### config.mk
export PLATFORM = sky130hd
export DESIGN_NAME = lsu_mem_port
export DESIGN_NICKNAME = d
export VERILOG_FILES = /design/src/rtl/lsu_pkg.sv /design/src/rtl/lsu_lane_align.sv /design/src/rtl/lsu_mem_port.sv
export SDC_FILE = /design/constraint.sdc
export NUM_CORES = 1
export LEC_CHECK = 0
export BUFFER_PORTS_ARGS = -buffer_cell sky130_fd_sc_hd__buf_2
export CAP_MARGIN = 15
export CORE_ASPECT_RATIO = 0.9
export CORE_MARGIN = 2
export CORE_UTILIZATION = 50
export DETAILED_ROUTE_END_ITERATION = 6
export PLACE_DENSITY = 0.76
export SETUP_SLACK_MARGIN = 0.1
export SLEW_MARGIN = 5
export SYNTH_ARGS = -nofsm -noshare
export SYNTH_HDL_FRONTEND = slang
export SYNTH_SLANG_ARGS = --single-unit
### constraint.sdc
create_clock -name clk -period 3.48 [get_ports clk]
set_clock_uncertainty 0.05 [all_clocks]
set_input_delay 0.348 -clock clk [delete_from_list [all_inputs] [get_ports clk]]
set_output_delay 0.348 -clock clk [all_outputs]
set_load 0.01 [all_outputs]
### src/rtl/lsu_pkg.sv
// Shared encodings for the load/store unit: access sizes, FSM states and the
// byte-count helper used for lane masks and crossing detection.
package lsu_pkg;

  localparam logic [1:0] SZ_B = 2'b00;
  localparam logic [1:0] SZ_H = 2'b01;
  localparam logic [1:0] SZ_W = 2'b10;
  localparam logic [1:0] SZ_X = 2'b11;

  typedef enum logic [1:0] {
    ST_IDLE = 2'd0,
    ST_ACC0 = 2'd1,
    ST_ACC1 = 2'd2,
    ST_RESP = 2'd3
  } state_t;

  function automatic logic [2:0] size_bytes(input logic [1:0] size);
    case (size)
      SZ_B:    return 3'd1;
      SZ_H:    return 3'd2;
      default: return 3'd4;
    endcase
  endfunction

endpackage

### src/rtl/lsu_lane_align.sv
// Combinational lane steering: byte enables and shifted store data for the
// selected word of a (possibly two-word) access, and load merge/shift/extend.
module lsu_lane_align
  import lsu_pkg::*;
(
  input  logic [1:0]  size,
  input  logic        uns,
  input  logic [1:0]  off,
  input  logic        hi,
  input  logic [31:0] wdata,
  input  logic [31:0] rd_lo,
  input  logic [31:0] rd_hi,
  output logic [3:0]  sel,
  output logic [31:0] wdata_lane,
  output logic [31:0] rdata
);

  logic [7:0]  base_mask;
  logic [7:0]  mask;
  logic [4:0]  sh;
  logic [63:0] wd64;
  logic [31:0] raw;

  always_comb begin
    sh         = {off, 3'b000};
    base_mask  = (8'h01 << size_bytes(size)) - 8'h01;
    mask       = base_mask << off;
    wd64       = {32'b0, wdata} << sh;
    sel        = hi ? mask[7:4] : mask[3:0];
    wdata_lane = hi ? wd64[63:32] : wd64[31:0];
    // Upper word only contributes when the access crosses into it.
    raw        = 32'({rd_hi, rd_lo} >> sh);
    case (size)
      SZ_B:    rdata = uns ? {24'b0, raw[7:0]}  : {{24{raw[7]}}, raw[7:0]};
      SZ_H:    rdata = uns ? {16'b0, raw[15:0]} : {{16{raw[15]}}, raw[15:0]};
      default: rdata = raw;
    endcase
  end

endmodule

### src/rtl/lsu_mem_port.sv
// Load/store initiator for a word-addressed RAM with byte enables.
// Define LSU_MISALIGN_SPLIT_EN to support unaligned and word-crossing accesses.
module lsu_mem_port
  import lsu_pkg::*;
#(
  parameter int ADDR_W = 10
) (
  input  logic              clk,
  input  logic              rst,
  input  logic              req_valid,
  output logic              req_ready,
  input  logic              req_we,
  input  logic [1:0]        req_size,
  input  logic              req_unsigned,
  input  logic [ADDR_W+1:0] req_addr,
  input  logic [31:0]       req_wdata,
  output logic              rsp_valid,
  output logic [31:0]       rsp_rdata,
  output logic              rsp_err,
  output logic              mem_str,
  output logic              mem_ld,
  output logic [3:0]        mem_sel,
  output logic [ADDR_W-1:0] mem_addr,
  output logic [31:0]       mem_wdata,
  input  logic [31:0]       mem_rdata
);

  state_t            state;
  logic              lat_we;
  logic              lat_uns;
  logic [1:0]        lat_size;
  logic [ADDR_W+1:0] lat_addr;
  logic [31:0]       lat_wdata;
  logic [31:0]       buf0;
  logic [ADDR_W-1:0] word_lo;
  logic              in_acc1;
  logic              access;
  logic              req_bad;
  logic [31:0]       rd_lo;
  logic [31:0]       rd_hi;
  logic [3:0]        lane_sel;
  logic [31:0]       lane_wdata;
  logic [31:0]       lane_rdata;

  assign word_lo   = lat_addr[ADDR_W+1:2];
  assign in_acc1   = (state == ST_ACC1);
  assign access    = (state == ST_ACC0) || in_acc1;
  assign req_ready = (state == ST_IDLE);

  always_comb begin
    req_bad = (req_size == SZ_X);
`ifndef LSU_MISALIGN_SPLIT_EN
    if (req_size == SZ_H && req_addr[0])
      req_bad = 1'b1;
    if (req_size == SZ_W && req_addr[1:0] != 2'b00)
      req_bad = 1'b1;
`endif
  end

  // The word being read this cycle bypasses its buffer so the response can
  // be registered on the closing edge of the last access.
  assign rd_lo = (state == ST_ACC0) ? mem_rdata : buf0;
`ifdef LSU_MISALIGN_SPLIT_EN
  logic [31:0] buf1;
  logic        crossing;
  assign rd_hi    = in_acc1 ? mem_rdata : buf1;
  assign crossing = ({1'b0, lat_addr[1:0]} + size_bytes(lat_size)) > 3'd4;
`else
  assign rd_hi = 32'b0;
`endif

  lsu_lane_align u_align (
    .size       (lat_size),
    .uns        (lat_uns),
    .off        (lat_addr[1:0]),
    .hi         (in_acc1),
    .wdata      (lat_wdata),
    .rd_lo      (rd_lo),
    .rd_hi      (rd_hi),
    .sel        (lane_sel),
    .wdata_lane (lane_wdata),
    .rdata      (lane_rdata)
  );

  assign mem_str   = access && lat_we;
  assign mem_ld    = access && !lat_we;
  assign mem_sel   = access ? lane_sel : 4'b0;
  assign mem_addr  = access ? (in_acc1 ? word_lo + ADDR_W'(1) : word_lo) : '0;
  assign mem_wdata = mem_str ? lane_wdata : 32'b0;

  always_ff @(posedge clk or negedge rst) begin
    if (!rst) begin
      state     <= ST_IDLE;
      lat_we    <= 1'b0;
      lat_uns   <= 1'b0;
      lat_size  <= SZ_B;
      lat_addr  <= '0;
      lat_wdata <= 32'b0;
      buf0      <= 32'b0;
`ifdef LSU_MISALIGN_SPLIT_EN
      buf1      <= 32'b0;
`endif
      rsp_valid <= 1'b0;
      rsp_err   <= 1'b0;
      rsp_rdata <= 32'b0;
    end else begin
      rsp_valid <= 1'b0;
      rsp_err   <= 1'b0;
      rsp_rdata <= 32'b0;
      case (state)
        ST_IDLE: begin
          if (req_valid) begin
            lat_we    <= req_we;
            lat_uns   <= req_unsigned;
            lat_size  <= req_size;
            lat_addr  <= req_addr;
            lat_wdata <= req_wdata;
            if (req_bad) begin
              state     <= ST_RESP;
              rsp_valid <= 1'b1;
              rsp_err   <= 1'b1;
            end else begin
              state <= ST_ACC0;
            end
          end
        end
        ST_ACC0: begin
          buf0 <= mem_rdata;
`ifdef LSU_MISALIGN_SPLIT_EN
          if (crossing) begin
            state <= ST_ACC1;
          end else begin
            state     <= ST_RESP;
            rsp_valid <= 1'b1;
            rsp_rdata <= lat_we ? 32'b0 : lane_rdata;
          end
`else
          state     <= ST_RESP;
          rsp_valid <= 1'b1;
          rsp_rdata <= lat_we ? 32'b0 : lane_rdata;
`endif
        end
        ST_ACC1: begin
`ifdef LSU_MISALIGN_SPLIT_EN
          buf1 <= mem_rdata;
`endif
          state     <= ST_RESP;
          rsp_valid <= 1'b1;
          rsp_rdata <= lat_we ? 32'b0 : lane_rdata;
        end
        default: state <= ST_IDLE;
      endcase
    end
  end

endmodule
; ---- Word level (Yosys, flattened, before mapping)
; Cells that the tools add are included.
[classes]
add_sub_neg = 2
mul = 0
n_div = 0
n_lt_le_gt_ge = 0
n_eq_ne = 7
shift = 4
muxes = 22
bitwise = 0
reduce_logical = 11
[op_table]
columns = operator, count
row1 = $mux W32, 7
row2 = $pmux W32 S2, 1
row3 = $shl A32 B5 Y64, 1
row4 = $shr A32 B5 Y32, 1
row5 = $mux W10, 2
row6 = $add A10 B1 Y10 const B, 1
row7 = $mux W4, 2
row8 = $shl A1 B3 Y8 const A, 1
row9 = $shl A8 B2 Y8, 1
row10 = $sub A8 B1 Y8 const B, 1
row11 = $eq A2 B1 Y1 const B, 3
row12 = $eq A2 B2 Y1 const B, 3
row13 = $pmux W3 S2, 1
row14 = $mux W1, 5
row15 = $logic_and A1 B1 Y1, 4
row16 = $logic_not A2 Y1, 2
row17 = $mux W2, 2
row18 = $pmux W2 S2, 1
row19 = $ne A2 B2 Y1 const B, 1
row20 = $pmux W1 S2, 1
row21 = $reduce_and A2 Y1, 1
row22 = $reduce_bool A2 Y1, 1
row23 = $reduce_or A2 Y1, 1
row24 = $logic_not A1 Y1, 1
row25 = $logic_or A1 B1 Y1, 1
[word_totals]
register_bits = 116
latch_bits = 0
ramBits = 0
mem_bits_ro = 0
in_bits = 83
output_inout_bits = 83
elab_cells = 56
memories = 0

; ---- Longest topological paths before layout
; Gate-level depths: netlist of the first run.
[depth]
depth_word = 7
depth_mapped = 10
mapped_depth_nobuf = 7

; ---- By module
; A second synthesis of the first run with hierarchy kept.
[unflattened]
hier_cells = 544
area_unflattened_um2 = 6600.1
[by_module_without_submodules]
columns = module, instances, cells_per_inst, area_each_um2, seq_area_each_um2
row1 = lsu_mem_port, 1, 342, 4684.5, 2902.8
row2 = lsu_lane_align, 1, 202, 1915.6, 0.0

; ---- Least setup slack after synthesis of the first run
; OpenSTA, ideal clock, no wires.
[synth_timing]
path_kind = reg-to-output
startpoint = register state[0]
endpoint = output mem_wdata[31]
t_arrival_ns = 1.762
required_ns = 3.082
path_slack_ns = 1.320
stages_incl_launch_ff = 8
path_buffers = 2
path_cell_list = dfrtp_1 inv_1 ha_1 buf_2 nand2_1 or2_2 clkbuf_1 nor3_1
[synth_between]
elab_chain_len = 4
word_cells_on_any_way = 6
classes_between = 2 x eq/ne / 2 x mux / 2 x reduce/logical
[synth_lines]
columns = element, line_no
row1 = from (decl), lsu_mem_port.sv:28  ; state_t state;
row2 = from (signal assigned), lsu_mem_port.sv:93  ; state <= ST_IDLE;
row3 = from (signal assigned), lsu_mem_port.sv:119  ; state <= ST_RESP;
row4 = from (signal assigned), lsu_mem_port.sv:123  ; state <= ST_ACC0;
row5 = $eq A2 B1 Y1 / $eq A2 B2 Y1 (equally long branches), "lsu_mem_port.sv:47, lsu_mem_port.sv:46"
row6 = $logic_or A1 B1 Y1, lsu_mem_port.sv:47  ; assign access = (state == ST_ACC0) || in_acc1;
row7 = $logic_and A1 B1 Y1, lsu_mem_port.sv:85  ; assign mem_str = access && lat_we;
row8 = $mux W32 (*), lsu_mem_port.sv:89  ; assign mem_wdata = mem_str ? lane_wdata : 32'b0;
row9 = to (decl), lsu_mem_port.sv:24  ; output logic [31:0] mem_wdata,
; Mark *: on every way between the ends. The rest lies on a longest branch, timed or not.

; ---- Worst setup path in the final report of the first run
[layout_timing]
startpoint = register state[0]
endpoint = output mem_wdata[1]
; Same word-level chain as after synthesis.

==> results of run 1 <==
cell usage after synthesis (all sizes together), types with 2 or more instances:
| cell | n | area (sq um) |
|---|---|---|
| a2bb2oi | 7 | 61.3 |
| a21boi | 2 | 15.0 |
| ha | 8 | 100 |
| buf | 28 | 175 |
| a22oi | 11 | 82.6 |
| inv | 21 | 78.8 |
| or3 | 9 | 56.3 |
| and2 | 10 | 62.6 |
| nand2 | 47 | 176 |
| o211a | 3 | 30.0 |
| nor4 | 3 | 25.0 |
| dfrtp | 116 | 2900 |
| and3 | 3 | 18.8 |
| o21ai | 15 | 86.3 |
| mux2i | 31 | 310 |
| nor2b | 5 | 31.3 |
| nor2 | 51 | 191 |
| nand2b | 5 | 31.3 |
| nor3 | 11 | 55.1 |
| clkbuf | 15 | 56.3 |
| xnor2 | 6 | 52.6 |
| a22o | 9 | 78.8 |
| mux2 | 93 | 1050 |
| a211oi | 7 | 52.6 |
| nand3 | 19 | 145 |
| a21oi | 24 | 120 |
| nand4 | 4 | 25.0 |
routing by layer:
metal / share of wire, % / wire [microns] / up-vias
met4: 2.3 / 390 / 2
met3: 8.5 / 1420 / 35
met5: 0.078 / 13 / -
met1: 42 / 6920 / 2429
met2: 48 / 7920 / 243
li1: - / - / 2332
power breakdown:
group          total, mW  leakage, nW  switching [mW]  internal [mW]
combinational       4.12         2.21            2.24           1.88
sequential          2.49         1.43           0.508           1.98
clock               1.79        0.304           0.593           1.20
total               8.40         3.94            3.34           5.06
stage by stage:
stage / setup slack (ns) / hold WS [ns] / instance area (sq um) / instances
finish: 0.352 / 0.111 / 7760 / 907
global placement: 0.968 / 0.379 / 7120 / 873
detailed placement: 0.912 / 0.385 / 7120 / 873
floorplan: 1.32 / 0.00241 / 6200 / 578
CTS: 0.422 / 0.100 / 7740 / 906
global route: 0.177 / 0.105 / 7760 / 907
flip-flops by register name (all words and copies together) (netlist names), 2 cells and up:
name / count
rsp_rdata: 32
buf0: 32
lat_wdata: 32
state: 2
lat_size: 2
lat_addr: 12
final cells by class:
class                           instances  share of cell area, %
Clock buffer                           24                   6.33
Tap cell                              160                   2.58
Clock inverter                          8                   1.58
Sequential cell                       116                   37.4
Timing Repair Buffer                  180                   12.5
Inverter                               22                   1.06
Multi-Input combinational cell        397                   38.5
final timing paths:
| kind | startpoint | endpoint | depth (start not counted) |
|---|---|---|---|
| setup reg to reg | state[1]$_DFFE_PN0P_ | rsp_rdata[13]$_DFF_PN0_ | 8 |
| hold reg to reg | buf0[7]$_DFF_PN0_ | buf0[7]$_DFF_PN0_ | 2 |
| hold / removal | req_wdata[16] | lat_wdata[16]$_DFFE_PN0P_ | 2 |
| min in group asynchronous | rst | buf0[9]$_DFF_PN0_ | 2 |
| max in group asynchronous | rst | lat_wdata[29]$_DFFE_PN0P_ | 3 |
| setup / recovery | state[0]$_DFFE_PN0P_ | mem_wdata[1] | 7 |
cells by family after synthesis:
group,after synthesis
flops,116
buf+inv,65
compound gates,87
xor+xnor,7
mux,124
fa+ha+maj,8
simple gates,171
==> impl_metrics.toml, run 1 <==
[status]
status = "completed"

[yosys]
synth_xor_area_share_pct = 0.989
synth_area_sq_mm = 0.00620
synth-seq-cells = 116
syn_inst = 578
synth_compound_gate_area_share_pct = 9.71
syn-num-nets = 669
async_reset_ff_share_pct = 100
synthAdderAreaFrac_pct = 1.62
synth_simple_gate_area_share_pct = 13.7
synth.distinct_cells = 52
synthMuxAreaShare_pct = 22.0
synth_top_family_by_area = "multiplexers"
synth_warnings = 0
syn_area_per_cell_sq_um = 10.7
yosysSeqAreaShare_pct = 46.8
synth_ff_type = "dfrtp_1"
synth_edf_count = 0

[global_route]
overflow = 0
met3_usage_pct = 7.37
grt_pass1_vias = 5110
top_usage_layer = "met2"
grt_use_total_pct = 26.2
grt_start_max_net_pins = 65
grt_use_met2_pct = 43.4
grt_pass1_wl_microns = 26400
met1_usage_pct = 32.4
antenna_found_initial = 1

[clock_network]
clock-root-buffer = "clkbuf_16"
clk_pin_slew_ns = 0.05
clock_latency_ns = 0.42
cts.sinks = 116
numCtsBuffers = 17
cts-htree-levels = 4
clockBufferDepth = 2
cts_tree = "done"
ctsHoldBuffers = 1
cts_resized = 0
cts_setup_buffers = 0

[critical_path]
cpPeakStageDelay_ns = 0.57
path_cells = "inv_1, ha_1, and2_0, a22o_1, nand2_1, a21oi_1, buf_2"
reg2reg_slack_ns = 1.03
critPathMaxFanout = 16
worstSetupStartpointType = "flip-flop"
cp.arrival_ns = 2.73
critPathCaptureType = "output port"
cpMaxStageDelayCell = "ha_1"
crit_type = "flip-flop to output port"
cp_data_required_time_ns = 3.08
cp_num_buf_inv = 2
worst_path_dominant_cell_family = "simple AND/OR/NAND/NOR gates"

[timing]
slew_violations = 0
finalSetupTns_ns = 0
rsz0062_at_grt = "no"
fin_crit_ns = 3.13
setup_violations = 0
fin_crit_sh_pct = 89.9
hold_viol = 0
fmax_mhz = 320
slew_headroom_pct = 48.5
tightest_slew_ns = 0.769

[detailed_routing]
ant_nets = 0
vias_per_cell = 5.56
drtIter0Drc = 325
drt-pass1-iter-count = 5
drc = 0
via_count = 5041
wl_per_cell_microns = 18.4
drt-total-wl_microns = 16700

[cells_and_area]
multi_input_comb_area_sq_mm = 0.00299
final_core_util_pct = 64.3
nFillCells = 968
n_antenna_cell = 0
mostFrequentLayoutCells = "buf_2, dfrtp_1, mux2_2"
layout-drive-gt1-share_pct = 43.2
final_common_cell = "buf_2"
finalNetCount = 825
area_delta_synth_final_pct = 25.3
area.sequential_sq_mm = 0.00291

[die]
dieArea_sq_mm = 0.0133
core_area_sq_mm = 0.0121
die_w_microns = 121
start_util_pct = 51.3
io_pins = 166
rows = 38
die_h_microns = 110

[placed_design]
place.gp.congestion = 0.917
port-buffer-count = 165
detailed_place_hpwl_microns = 11600

[pwr]
power_leakage_nw = 3.94
total_power_mw = 8.40
pwr_density_cell_mw_per_mm2 = 1080
ir_worst_vdd_v = 0.000511

[worst_hold_path]
hold_path.class = "primary input to flip-flop"

[flow_run]
drv_cap = 0
Power figures use the tool's default switching activity.
==> run 2: changes to the inputs <==
--- a/config.mk
+++ b/config.mk
@@ -9,9 +9,10 @@
 export CAP_MARGIN = 15
 export CORE_ASPECT_RATIO = 0.9
 export CORE_MARGIN = 2
-export CORE_UTILIZATION = 50
+export CORE_UTILIZATION = 48
 export DETAILED_ROUTE_END_ITERATION = 6
-export PLACE_DENSITY = 0.76
+export PLACE_DENSITY = 0.77
+export RECOVER_POWER = 100
 export SETUP_SLACK_MARGIN = 0.1
 export SLEW_MARGIN = 5
 export SYNTH_ARGS = -nofsm -noshare
==> constraint.sdc (replaced) <==
create_clock -name clk -period 2.5 [get_ports clk]
set_clock_uncertainty 0.05 [all_clocks]
set_input_delay 0.25 -clock clk [delete_from_list [all_inputs] [get_ports clk]]
set_output_delay 0.25 -clock clk [all_outputs]
set_load 0.01 [all_outputs]
==> run 2 against run 1 <==
Count of clock-buffer cells in the layout down 7. Total power up 48%. Routed wire length up 5.3%. Largest cell class unchanged.
==> impl_metrics.toml, run 2 (synthesized netlist as in run 1, its figures left out) <==
[status]
status = "completed"

[pwr]
power_leakage_nw = 3.98
total_power_mw = 12.4
pwr_density_cell_mw_per_mm2 = 1530
ir_worst_vdd_v = 0.000816

[die]
dieArea_sq_mm = 0.0138
die_w_microns = 124
rows = 39
start_util_pct = 49.0
core_area_sq_mm = 0.0126
die_h_microns = 112
io_pins = 166

[global_route]
antenna_found_initial = 0
grt_pass1_vias = 5224
overflow = 0
grt_pass1_wl_microns = 27000
grt_use_total_pct = 25.5
grt_start_max_net_pins = 46

[clock_network]
cts-htree-levels = 4
cts_tree = "done"
clock_latency_ns = 0.41
clock-root-buffer = "clkbuf_16"
numCtsBuffers = 17
cts.sinks = 116
clk_pin_slew_ns = 0.06
clockBufferDepth = 2

[cells_and_area]
mostFrequentLayoutCells = "buf_2, dfrtp_1, mux2_2"
final_common_cell = "buf_2"
layout-drive-gt1-share_pct = 43.0
top_regs = "buf0 x32, lat_wdata x32, rsp_rdata x32"
n_antenna_cell = 0
area_delta_synth_final_pct = 31.1
finalNetCount = 857

[placed_design]
port-buffer-count = 165
place_ws_ns = 0.0584
place.gp.congestion = 0.989
detailed_place_hpwl_microns = 11800

[flow_run]
drv_cap = 0

[worst_hold_path]
hold_path.class = "primary input to flip-flop"

[detailed_routing]
ant_nets = 0
via_count = 5253
drt-pass1-iter-count = 5
drt-total-wl_microns = 17500
drtIter0Drc = 297
vias_per_cell = 5.57
drc = 0
wl_per_cell_microns = 18.6

[timing]
setup_ws_ns = 0.0360
setup_violations = 0
fin_crit_sh_pct = 98.6
fmax_mhz = 406
rsz0062_at_grt = "yes"
tightest_slew_ns = 1.15
finalSetupTns_ns = 0
slew_headroom_pct = 23.3
slew_violations = 0
hold_viol = 0
fin_crit_ns = 2.46

[critical_path]
worstSetupStartpointType = "flip-flop"
cp.arrival_ns = 2.16
cpMaxStageDelayCell = "or4b_4"
cpPeakStageDelay_ns = 0.49
critPathCaptureType = "output port"
path_cells = "inv_2, ha_4, or4b_4, o21ai_2, a221o_1, o211a_1, buf_2"
crit_type = "flip-flop to output port"
critPathMaxFanout = 7
cp_data_required_time_ns = 2.20
run 2: cell count changes in the layout (fill, tap and decap cells not counted), moves of 4 or more:
cell	change
ha_4	+4
buf_4	+25
clkbuf_8	-4
ha_1	-4
buf_2	-35
inv_6	+4
clkbuf_1	+32
buf_6	+4
mux2_1	+12
mux2_2	-12
run 2: worst paths after layout:
check                                           from                   endpoint  slack (ns)  cells past startpoint
min in group asynchronous                        rst          buf0[1]$_DFF_PN0_        0.55                      2
max in group asynchronous                        rst    rsp_rdata[29]$_DFF_PN0_        0.52                      3
worst min register to register    buf0[15]$_DFF_PN0_         buf0[15]$_DFF_PN0_        0.44                      1
worst max register to register  state[1]$_DFFE_PN0P_    rsp_rdata[12]$_DFF_PN0_        0.16                      7
worst min-delay path                   req_wdata[16]  lat_wdata[16]$_DFFE_PN0P_        0.02                      2
worst max-delay path            state[0]$_DFFE_PN0P_                 mem_sel[3]        0.04                      7
run 2: area by class of cell:
class	instances	area, sq um
Fill cell	1003	4520
Tap cell	164	205
Timing Repair Buffer	212	1170
Sequential cell	116	2910
Inverter	22	85.1
Multi-Input combinational cell	397	3130
Clock inverter	15	194
Clock buffer	17	425
run 2: where the power goes:
group          internal [mW]  total, mW  leakage [nW]  switching (mW)
Sequential              2.76       3.34          1.42           0.579
Clock                   1.59       2.55         0.299           0.951
Combinational           3.00       6.51          2.26            3.52
Total                   7.35       12.4          3.98            5.05
run 2: what timing repair did:
action | CTS | global route
pin swaps | 3 | 7
buffers inserted | 18 | 5
setup endpoints to repair | 43 | 57
endpoints found under the hold margin | 43 | 0
resized for setup | 24 | 21
hold buffers | 1 | 0
run 2: stage by stage:
stage               hold WS, ns  instance area (sq um)  std cells  utilization, %
finish                   0.0191                   8120        943            64.3
global route            0.00935                   8120        943            64.3
CTS                     0.00647                   8060        938            63.8
detailed placement        0.249                   7220        887            57.2
global placement          0.241                   7220        887            57.2
floorplan               -0.0956                   6200        578               -
run 2: metal layers:
metal / share of wire [%] / GRT usage [%] / wire length [microns]
met1: 42 / 33.6 / 7300
met2: 49 / 41.7 / 8590
met3: 8.1 / 6.25 / 1420
met4: 1.3 / 7.58 / 232
met5: 0 / 0 / 0
run 2: critical path, delay by kind of cell, from the launching register on:
| kind | cells | cell delay, ns |
|---|---|---|
| AO/OA/AOI/OAI | 3 | 0.45 |
| adder cells (fa/ha/maj) | 1 | 0.19 |
| buffers and inverters | 2 | 0.24 |
| flip-flops | 1 | 0.39 |
| AND/OR/NAND/NOR | 1 | 0.49 |
==> run 3: changes to the inputs <==
==> constraint.sdc (replaced) <==
create_clock -name clk -period 2.5 [get_ports clk]
set_clock_uncertainty 0.05 [all_clocks]
set_input_delay 0.5 -clock clk [delete_from_list [all_inputs] [get_ports clk]]
set_output_delay 0.5 -clock clk [all_outputs]
set_load 0.01 [all_outputs]
==> run 3 against run 2 <==
The flow now finishes with violations (negative setup slack). Sequential share of layout area fell by 2.0 points. Via count is 6.0% higher. Cell count is 1.5% higher. First-iteration DRC count is 44% higher. Register-to-register slack gained 0.07 ns.
==> impl_metrics.toml, run 3 (synthesized netlist as in run 1, its figures left out) <==
[timing]
fin_crit_sh_pct = 112
setup_violations = 43
slew_violations = 0
finalSetupTns_ns = -4.98
tightest_slew_ns = 1.08
rsz0062_at_grt = "yes"
fin_crit_ns = 2.80
hold_viol = 0
whs_ns = 0.249
fmax_mhz = 357
slew_headroom_pct = 27.7
setup_ws_ns = -0.305

[clock_network]
clockBufferDepth = 2
clk_pin_slew_ns = 0.06
numCtsBuffers = 17
cts.sinks = 116
cts-htree-levels = 4
cts_tree = "done"
clock-root-buffer = "clkbuf_16"
clock_latency_ns = 0.43

[pwr]
power_leakage_nw = 4.25
power_frac_seq_pct = 26.1
p_int_mw = 7.71
p_sw_share_pct = 41.7
pwr_density_cell_mw_per_mm2 = 1530
switching_power_mw = 5.50
total_power_mw = 13.2
pwr-share-clk_pct = 17.2
ir_worst_vdd_v = 0.000791
power_frac_comb_pct = 56.7

[critical_path]
critPathCaptureType = "output port"
worst_path_dominant_cell_family = "compound AO/OA/AOI/OAI gates"
rr_startpoint = "state[1]$_DFFE_PN0P_"
cpMaxStageDelayCell = "dfrtp_1"
cp_data_required_time_ns = 1.95
path_cells = "nand2b_4, ha_2, inv_1, o21ai_0, a221o_1, o211a_1, buf_2"
worstSetupStartpointType = "flip-flop"
startpoint = "lat_size[1]$_DFFE_PN0P_"
cp.arrival_ns = 2.25
crit_type = "flip-flop to output port"
cp_num_buf_inv = 2
cpPeakStageDelay_ns = 0.43
critPathMaxFanout = 5

[status]
status = "finished, violations left"
failed_checks = "negative setup slack"

[detailed_routing]
drc = 0
drt-pass1-iter-count = 6
via_count = 5566
drt-total-wl_microns = 19000
vias_per_cell = 5.82
drtIter0Drc = 427
ant_nets = 0
wl_per_cell_microns = 19.9

[flow_run]
drv_cap = 0

[die]
start_util_pct = 49.0
die_h_microns = 112
die_w_microns = 124
core_area_sq_mm = 0.0126
io_pins = 166
dieArea_sq_mm = 0.0138
rows = 39

[worst_hold_path]
hold_path.class = "primary input to flip-flop"
hold_start = "req_addr[8]"

[global_route]
grt_use_total_pct = 26.7
grt_start_max_net_pins = 69
grt_pass1_vias = 5621
grt_pass1_wl_microns = 28200
antenna_found_initial = 1
overflow = 0

[placed_design]
port-buffer-count = 165
dp_cells = 893
detailed_place_hpwl_microns = 11700
place.gp.congestion = 0.903

[cells_and_area]
instances_no_fill = 957
area_delta_synth_final_pct = 39.0
final_core_util_pct = 68.2
top_regs = "buf0 x32, lat_wdata x32, rsp_rdata x32"
mostFrequentLayoutCells = "buf_2, dfrtp_1, mux2_2"
finalNetCount = 870
layout-drive-gt1-share_pct = 56.2
final_common_cell = "buf_2"
nFillCells = 889
-- run 3: changes by cell type in the layout (fill, tap and decap cells not counted), sizes merged --
cell      previous run  this run
buf                173       221
bufinv               3         1
clkbuf              55        21
clkinv               6         8
clkinvlp             2         3
diode                0         1
inv                 26        22
nor2                51        53
-- run 3: power by group through the flow --
stage	clock network (mW)	logic (mW)	registers, mW
2_1_floorplan	0	4.17	3.22
3_3_place_gp	0	5.70	3.31
3_5_place_dp	0	5.86	3.38
4_1_cts	2.28	6.61	3.36
5_1_grt	2.38	7.99	3.53
6_report	2.27	7.49	3.45
-- run 3: final timing paths --
check                                          end  slack [ns]  cells after the start
hold reg to reg                  buf0[7]$_DFF_PN0_        0.43                      2
setup reg to reg            rsp_rdata[9]$_DFF_PN0_        0.23                      7
setup / recovery                        mem_sel[3]       -0.30                      7
hold / removal             lat_addr[8]$_DFFE_PN0P_        0.25                      2
min in group asynchronous        buf0[8]$_DFF_PN0_        0.75                      2
max in group asynchronous     state[1]$_DFFE_PN0P_        0.62                      3
-- run 3: layout make-up --
type                       instances  area, sq um  area share, %
sequential                       116         2910           33.8
clock buffer                      20          447           5.19
clock inverter                    12          108           1.25
multi-input combinational        399         3440           40.0
inverter                          22         82.6          0.959
tap                              164          205           2.38
timing repair buffer             223         1410           16.4
antenna                            1         2.50         0.0291
-- run 3: stage by stage --
step / instance area [sq um] / worst slack, ns
after floorplan: 6200 / 0.188
after global placement: 7270 / 0.0126
after detailed placement: 7270 / -0.0363
after CTS: 8240 / -0.198
after global routing: 8610 / -0.338
final: 8610 / -0.305
-- run 3: what timing repair did --
item	4_1_cts	5_1_grt
pin swaps	12	35
hold buffers	1	0
cloned	2	1
setup endpoints to repair	45	47
buffers inserted	20	7
gates resized for setup	61	71
endpoints found under the hold margin	17	0
-- run 3: routing by layer --
metal	track usage (%)	up-vias	wire [microns]
met5	0	-	0
met4	11.6	0	614
met3	8.71	59	1660
met2	42.7	353	9250
met1	33.0	2721	7480
li1	-	2433	-
